===== config.mk =====
export PLATFORM = sky130hd
export DESIGN_NAME = weight_update_ctrl
export DESIGN_NICKNAME = d
export VERILOG_FILES = /design/src/rtl/weight_update_ctrl.sv
export SDC_FILE = /design/constraint.sdc
export NUM_CORES = 1
export LEC_CHECK = 0
export ABC_AREA = 1
export ABC_CLOCK_PERIOD_IN_PS = 2500
export BUFFER_PORTS_ARGS = -buffer_cell sky130_fd_sc_hd__buf_2
export CAP_MARGIN = 20
export CORE_MARGIN = 2
export CORE_UTILIZATION = 55
export DETAILED_ROUTE_END_ITERATION = 7
export GPL_ROUTABILITY_DRIVEN = 0
export PLACE_DENSITY = 0.87
export SYNTH_ARGS = -nofsm -noshare
export SYNTH_HDL_FRONTEND = slang
export SYNTH_SLANG_ARGS = --single-unit

===== constraint.sdc =====
create_clock -name i_clk -period 2.5 [get_ports i_clk]
set_input_delay 0.25 -clock i_clk [delete_from_list [all_inputs] [get_ports i_clk]]
set_output_delay 0.25 -clock i_clk [all_outputs]
set_load 0.02 [all_outputs]

===== src/rtl/weight_update_ctrl.sv =====
// -----------------------------------------------------------------------------
// weight_update_ctrl
//   Read-modify-write sequencer for the N-wide weight RAM. One request updates
//   i_len consecutive N-word windows starting at i_base: for each window it
//   accepts one delta vector, reads the window, adds the deltas with signed
//   saturation and writes the window back. Requests that would run past the
//   last valid word (or have i_len == 0) are rejected without touching the RAM.
//
// Ports
//   i_clk          clock, all state changes on the rising edge
//   i_rst          synchronous reset, active-high
//   i_start        request strobe, only looked at while idle
//   i_base         first word address of window 0
//   i_len          number of windows, 1..7 (0 is rejected)
//   i_delta_valid  i_delta is valid
//   o_delta_ready  controller accepts i_delta (transfer on valid & ready)
//   i_delta        N signed W-bit increments, element i at [i*W +: W]
//   o_busy         high in every state except idle
//   o_done         one-cycle pulse at the end of a request
//   o_err          qualifies o_done: request rejected, RAM untouched
//   o_ram_addr     RAM window address
//   o_ram_we       1 = write o_ram_d, 0 = read
//   o_ram_d        write data, N words
//   i_ram_q        read data, registered by the RAM one clock after address
// -----------------------------------------------------------------------------
module weight_update_ctrl #(
  parameter int N     = 10,
  parameter int W     = 10,
  parameter int AW    = 7,
  parameter int DEPTH = 65
) (
  input  logic              i_clk,
  input  logic              i_rst,
  input  logic              i_start,
  input  logic [AW-1:0]     i_base,
  input  logic [2:0]        i_len,
  input  logic              i_delta_valid,
  output logic              o_delta_ready,
  input  logic [N*W-1:0]    i_delta,
  output logic              o_busy,
  output logic              o_done,
  output logic              o_err,
  output logic [AW-1:0]     o_ram_addr,
  output logic              o_ram_we,
  output logic [N*W-1:0]    o_ram_d,
  input  logic [N*W-1:0]    i_ram_q
);

  // Bounds arithmetic width: wide enough that base + 7*N never wraps.
  localparam int EW = AW + 4;

  typedef enum logic [2:0] {
    S_IDLE,
    S_DELTA,
    S_READ,
    S_WAIT,
    S_WRITE,
    S_DONE
  } state_t;

  state_t             r_state;
  state_t             w_next;
  logic [AW-1:0]      r_addr;
  logic [2:0]         r_len;
  logic [2:0]         r_win;
  logic               r_err;
  logic [N*W-1:0]     r_delta;
  logic [N*W-1:0]     r_ram_d;

  logic [EW-1:0]      w_end;
  logic               w_reject;
  logic               w_last_win;
  logic [N*W-1:0]     w_sum;

  // Signed add in W+1 bits; the two top bits of the sum differ exactly when
  // the true result does not fit in W bits, and the top bit gives the sign.
  function automatic logic [W-1:0] sat_add(input logic [W-1:0] a,
                                           input logic [W-1:0] b);
    logic [W:0] s;
    s = {a[W-1], a} + {b[W-1], b};
    if (s[W] != s[W-1])
      sat_add = s[W] ? {1'b1, {(W-1){1'b0}}} : {1'b0, {(W-1){1'b1}}};
    else
      sat_add = s[W-1:0];
  endfunction

  assign w_end      = {{(EW-AW){1'b0}}, i_base} + ({{(EW-3){1'b0}}, i_len} * EW'(N));
  assign w_reject   = (i_len == 3'd0) || (w_end > EW'(DEPTH));
  assign w_last_win = (r_win == r_len - 3'd1);

  always_comb begin
    // NOTE: every always_comb output gets a default first so no path can
    // leave it unassigned and infer a latch.
    w_sum = '0;
    for (int i = 0; i < N; i++)
      w_sum[i*W +: W] = sat_add(i_ram_q[i*W +: W], r_delta[i*W +: W]);
  end

  always_comb begin
    w_next = r_state;
    case (r_state)
      S_IDLE:  if (i_start) w_next = w_reject ? S_DONE : S_DELTA;
      S_DELTA: if (i_delta_valid) w_next = S_READ;
      S_READ:  w_next = S_WAIT;
      S_WAIT:  w_next = S_WRITE;
      S_WRITE: w_next = w_last_win ? S_DONE : S_DELTA;
      S_DONE:  w_next = S_IDLE;
      default: w_next = S_IDLE;
    endcase
  end

  always_ff @(posedge i_clk) begin
    // NOTE: sequential state uses non-blocking assignments so every register
    // samples pre-edge values regardless of statement order.
    if (i_rst) begin
      r_state <= S_IDLE;
      r_addr  <= '0;
      r_len   <= '0;
      r_win   <= '0;
      r_err   <= 1'b0;
      r_delta <= '0;
      r_ram_d <= '0;
    end else begin
      r_state <= w_next;
      case (r_state)
        S_IDLE: begin
          if (i_start) begin
            r_addr <= i_base;
            r_len  <= i_len;
            r_win  <= '0;
            r_err  <= w_reject;
          end
        end
        S_DELTA: if (i_delta_valid) r_delta <= i_delta;
        // RAM data is valid during WAIT; the saturated sum is registered so
        // the write data is stable for the whole WRITE cycle.
        S_WAIT:  r_ram_d <= w_sum;
        S_WRITE: begin
          if (!w_last_win) begin
            r_win  <= r_win + 3'd1;
            r_addr <= r_addr + AW'(N);
          end
        end
        default: ;
      endcase
    end
  end

  assign o_busy        = (r_state != S_IDLE);
  assign o_done        = (r_state == S_DONE);
  assign o_err         = (r_state == S_DONE) && r_err;
  assign o_delta_ready = (r_state == S_DELTA);
  // Reset gates the write strobe directly so a reset landing in WRITE
  // never commits the window.
  assign o_ram_we      = (r_state == S_WRITE) && !i_rst;
  assign o_ram_addr    = r_addr;
  assign o_ram_d       = r_ram_d;

endmodule

# Yosys cells after proc, flatten, opt, wreduce, memory -nomap -nowiden
# Index checks and enable logic that the tools add are counted.
[totals] reg_bits=217 latchBits=0 ramBits=0 mem_bits_ro=0 word_cells=85 n_memories=0
[op_classes] n_addsub=14 multipliers=1 div_mod_pow=0 order_cmp=1 n_eq_ne=19 n_shift=0 n_mux=31 bitwise_logic=0 reduce_logical=12
[ops] op="two-way mux 10 bit" count=20
[ops] op="adder 10 x 10 -> 11 bit" count=10
[ops] op="two-way mux 3 bit" count=6
[ops] op="one-hot mux 3 bit (5 select lines)" count=1
[ops] op="two-way mux 7 bit" count=2
[ops] op="one-hot mux 7 bit (2 select lines)" count=1
[ops] op="!= test 1 bit" count=10
[ops] op="adder 7 x 7 -> 8 bit" count=1
[ops] op="greater-than comparator 8 x 7 -> 1 bit, second input constant" count=1
[ops] op="adder 7 x 4 -> 7 bit, second input constant" count=1
[ops] op="equality test 3 x 2 -> 1 bit, second input constant" count=2
[ops] op="equality test 3 bit, second input constant" count=2
[ops] op="zero test 3 bit" count=2
[ops] op="multiplier 3 x 3 -> 6 bit, second input constant" count=1
[ops] op="!= test 2 bit, second input constant" count=3
[ops] op="one-hot mux 3 bit (2 select lines)" count=1
[ops] op="AND reduction 2 bit" count=3
[ops] op="adder 3 x 1 -> 3 bit, second input constant" count=1
[ops] op="equality test 3 x 1 -> 1 bit, second input constant" count=1
[ops] op="equality test 3 bit" count=1
[ops] op="AND reduction 3 bit" count=1
[ops] op="nonzero test 3 bit" count=1
[ops] op="subtractor 3 x 1 -> 3 bit, second input constant" count=1
[ops] op="logical AND 1 bit" count=2
[ops] op="3 further kinds" count=3

# Logic depth before layout (Yosys ltp)
[logic_depth] depth_word=7 ltp_mapped=13

# Worst setup path before layout
# No wires, ideal clock.
[synth_path] path_type="in2reg" startpoint="input i_len[0]" endpoint="register r_err" setup_ns=0.116 arrival_ns=1.796 t_required_ns=2.384 setup_slack_ns=0.589 cell_stages=12 path_buffers=0 cell_sequence="ha_1 -> ha_1 -> ha_1 -> ha_1 -> nand2_1 -> inv_1 -> a21oi_1 -> xnor2_1 -> nand2_1 -> nand2_1 -> o21ai_0 -> inv_1"
[synth_between] elab_chain_len=4 word_cells_on_any_way=5 cone_classes="1 x add/sub; 1 x mul; 1 x order compare; 2 x reduce/logical"
[synth_rtl] element="from (decl)" line="36" text="input logic [2:0] i_len,"
[synth_rtl] element="multiplier 3 x 3 -> 6 bit" line="87" text="assign w_end = {{(EW-AW){1'b0}}, i_base} + ({{(EW-3){1'b0}}, i_len} * EW'(N));"
[synth_rtl] element="adder 7 x 7 -> 8 bit" line="87"
[synth_rtl] element="greater-than comparator 8 x 7 -> 1 bit" line="88" text="assign w_reject = (i_len == 3'd0) || (w_end > EW'(DEPTH));"
[synth_rtl] element="logical OR 1 bit *" line="88"
[synth_rtl] element="to (signal assigned)" line="131" text="r_err <= w_reject;"
[synth_rtl] element="to (decl)" line="66" text="logic r_err;"
# Every way passes the cells marked *; elsewhere a longest branch is shown, timed or not.
# A chain may end at the register's enable or synchronous reset.

# Worst setup path after layout
[layout_path] startpoint="register r_delta[40]" endpoint="register r_ram_d[40], in the netlist o_ram_d[40]"
[layout_between] elab_chain_len=3 word_cells_on_any_way=4 cone_classes="1 x add/sub; 1 x eq/ne; 2 x mux"
[layout_rtl] element="from (decl)" line="67" text="logic [N*W-1:0] r_delta;"
[layout_rtl] element="from (signal assigned)" line="134" text="S_DELTA: if (i_delta_valid) r_delta <= i_delta;"
[layout_rtl] element="adder 10 x 10 -> 11 bit *" line="80" text="s = {a[W-1], a} + {b[W-1], b};"
[layout_rtl] element="two-way mux 10 bit or != test 1 bit (tied branches)" line="82, 81"
[layout_rtl] element="two-way mux 10 bit *" line="81" text="if (s[W] != s[W-1])"
[layout_rtl] element="to (signal assigned)" line="137" text="S_WAIT: r_ram_d <= w_sum;"
[layout_rtl] element="to (decl)" line="68" text="logic [N*W-1:0] r_ram_d;"
# Marks and branches as above.

==> results.tsv <==
stage	metric	value	unit
status	outcome	complete, no violations	
floorplan	core region area	23610	sq um
sta	Final setup viols	0	
power	leakage power figure	8.613	nW
synthesis	Syn Area/Cell	6.777	sq um
power	part of the power in the clock network	23.5	%
floorplan	Die Y	159.4	um
sta	final critical-path share of the clock period	86.77	%
clocking	Max Buffers Root-to-Sink	3	
layout	Nets	2655	
synthesis	Mapped Cells	1961	
synthesis	Synth Register Bits	217	
global_routing	number of antenna violations at the first check in global routing	3	
floorplan	die footprint	25420	sq um
synthesis	ys async rst share	0	%
sta	Max Clock Freq	0.4610	GHz
sta	unrepaired setup endpoints after global routing	no	
clocking	Worst-path clk slew	60	ps
routing	Total Routed Length	38950	um
sta	setup tns final	0	ps
setup_path	reg2reg start	r_delta[40]$_SDFFE_PP0P_	
power	Design Power	15.76	mW
job	MaxCap Viol Count	0	
worst_hold_path	worst hold stages	3	
power	PwrDens	951.3	nW/um^2
synthesis	Mapped Nets	2299	
setup_path	crit path DAT	2610	ps
layout	Syn-to-layout area delta	24.70	%
clocking	Sink Count	217	
floorplan	Top Ports	326	
worst_hold_path	Hold Crit Class	in -> reg	
sta	fin crit period	2169	ps
worst_hold_path	Worst Hold End	r_delta[0]$_SDFFE_PP0P_	
synthesis	cell area after synthesis	13290	sq um
clocking	CTS tree	yes	
synthesis	EDFF count, synth	0	
synthesis	sequential cell area fraction in the yosys report	32.69	%
routing	initial DRC count	985	
setup_path	flop-to-flop setup slack	330	ps
sta	Worst slew margin	54.68	%
placed_design	placed insts	2556	
power	Net Sw Power	6.609	mW
power	sequential share of power	30.1	%
routing	DR vias	14350	
synthesis	Ys Warns	0	
layout	fin util	70.18	%
clocking	clk_lat worst skew	520	ps
worst_hold_path	Hold Crit Start	i_delta[0]	
routing	drt pass-1 iters	5	
sta	Worst-Margin Slew	679.1	ps
routing	vias per cell	5.405	
clocking	Inserted Clock Buffers	25	
clocking	CTS H-tree lvls	1	
routing	DRC violation count after routing	0	
setup_path	Worst R2R Path Depth	12	
clocking	# resized after CTS	0	
sta	worst setup margin	330.8	ps
placed_design	port bufs	325	
routing	post-route ant nets	0	
global_routing	GR Util All Layers	29.43	%
global_routing	first-pass GRT wire length	63310	um
global_routing	largest net degree at the start of global routing	111	
global_routing	total congestion overflow	0	
power	switching fraction of total power	41.92	%
clocking	post-CTS setup buffer count	0	
floorplan	initial core utilization	56.28	%
sta	Slew Viols, Final	0	
clocking	CTS Root Cell	clkbuf_16	
power	maximum vdd ir drop	0.0007593	V
placed_design	Setup WS pre-CTS	293.3	ps
floorplan	# rows	56	
sta	Clock Skews	9.780	ps
placed_design	hpwl dp	27260	um
layout	Finished Layout Cells	2654	
sta	final hold vios	0	
routing	WL per Instance	14.68	um
power	Int Power	9.155	mW
setup_path	Critical Path Fanout Max	9	
synthesis	Yosys cell types	36	
synthesis	ys flop type	dfxtp_1	
setup_path	crit end category	flop	
setup_path	worst path required time	2940	ps
global_routing	number of global-route vias before repair	13920	
floorplan	chip width	159.4	um
layout	share of cells above drive strength 1	17.15	%
setup_path	Critical Path Start Type	flop	
power	Comb power frac	46.4	%
setup_path	reg2reg end	o_ram_d[40]$_SDFFE_PP0P_	
setup_path	Setup Crit Path Kind	reg -> reg	
logic make-up (layout without fill, tap and decap cells):
| logic type | after synthesis | count (layout) | share of synthesized area (%) |
|---|---|---|---|
| simple gates | 870 | 870 | 26.41 |
| compound gates | 416 | 416 | 16.26 |
| buf+inv | 265 | 637 | 7.796 |
| flops | 217 | 217 | 32.69 |
| fa+ha+maj | 124 | 124 | 12.30 |
| xor+xnor | 69 | 69 | 4.548 |
| other cells | 0 | 2 | 0 |
area by class of cell:
class | count | area, sq um
clock buffers | 33 | 695.7
flip-flops and latches | 217 | 4344
inverters | 207 | 783.3
multi-input cells | 1479 | 7916
fillers | 1852 | 7042
clock inverters | 10 | 127.6
well taps | 319 | 399.1
diodes | 2 | 5.005
repair buffers | 387 | 2300
critical path, cell delays in order (launching register included):
cell and delay [ps]:
dfxtp_1 360, ha_1 210, inv_1 80, fa_1 410, inv_1 100, nand2_1 80, nand3_1 120, nand2_1 70
nand3_1 100, inv_1 60, nand2_2 160, nand3_1 130, a21oi_1 210
worst max path at each step:
stage | depth (start not counted) | from | slack [ps] | end
2_1_floorplan | 12 | i_len[0] | 590 | r_err$_SDFFE_PP0P_
3_3_place_gp | 13 | i_len[0] | 360 | r_err$_SDFFE_PP0P_
3_5_place_dp | 13 | i_len[2] | 290 | r_state[2]$_SDFFE_PP0P_
4_1_cts | 12 | r_delta[40]$_SDFFE_PP0P_ | 380 | o_ram_d[40]$_SDFFE_PP0P_
5_1_grt | 12 | r_delta[60]$_SDFFE_PP0P_ | 160 | o_ram_d[63]$_SDFFE_PP0P_
6_report | 12 | r_delta[40]$_SDFFE_PP0P_ | 330 | o_ram_d[40]$_SDFFE_PP0P_
Yosys cell counts (all sizes together) (13+ instances only):
| cell | instances | area [sq um] |
|---|---|---|
| inv | 207 | 779.5 |
| nand4 | 17 | 106.4 |
| xor2 | 33 | 289.0 |
| xnor2 | 36 | 315.3 |
| o21bai | 13 | 97.59 |
| dfxtp | 217 | 4344 |
| o21ai | 203 | 1016 |
| clkbuf | 32 | 120.1 |
| ha | 113 | 1414 |
| a31oi | 15 | 93.84 |
| nor3 | 16 | 80.08 |
| nand3 | 77 | 390.4 |
| nor2 | 276 | 1064 |
| nand2 | 478 | 1831 |
| buf | 26 | 136.4 |
| a21oi | 175 | 875.8 |
sequential cells by signal, indices dropped and copies added, names as in the netlist:
name,flops
r_win,3
o_ram_addr,7
r_state,3
r_delta,100
o_ram_d,100
r_err,1
r_len,3
cell usage in the layout, fill, tap and decap left out, types with 33 or more instances in the layout:
cell type      synthesis  final
dfxtp_1              217    217
ha_1                 113    113
xor2_1                33     33
inv_1                199    198
buf_2                 22    325
a21oi_1              175    175
nand3_1               76     76
o21ai_0              201    201
nand2_1              469    468
nor2_1               271    271
xnor2_1               36     36
dlygate4sd3_1          0     53
power by group through the flow:
stage	sequential [mW]	clock (mW)	combinational (mW)
floorplan	5.02	0	5.03
global placement	4.76	0	6.88
detailed placement	4.80	0	7.08
CTS	4.73	3.75	7.22
global route	4.83	3.91	8.21
finish	4.75	3.70	7.31
per-layer routing:
layer	track usage [%]	share of wire, %
met4	12.44	4.0
met5	0	0
met1	33.83	39
met3	6.147	8.3
met2	52.96	49
timing repair:
| item | 4_1_cts | 5_1_grt |
|---|---|---|
| endpoints found under the setup margin | 0 | 0 |
| hold endpoints to repair | 53 | 0 |
| hold buffers | 53 | 0 |
per-stage QoR:
step                      hold slack, ps  cell area [sq um]
after floorplan                    405.2              13290
after global placement             449.4              15210
after detailed placement           454.5              15210
after CTS                         0.1044              16570
after global routing               10.15              16570
final                             0.1011              16570
(Power assumes the default switching activity.)
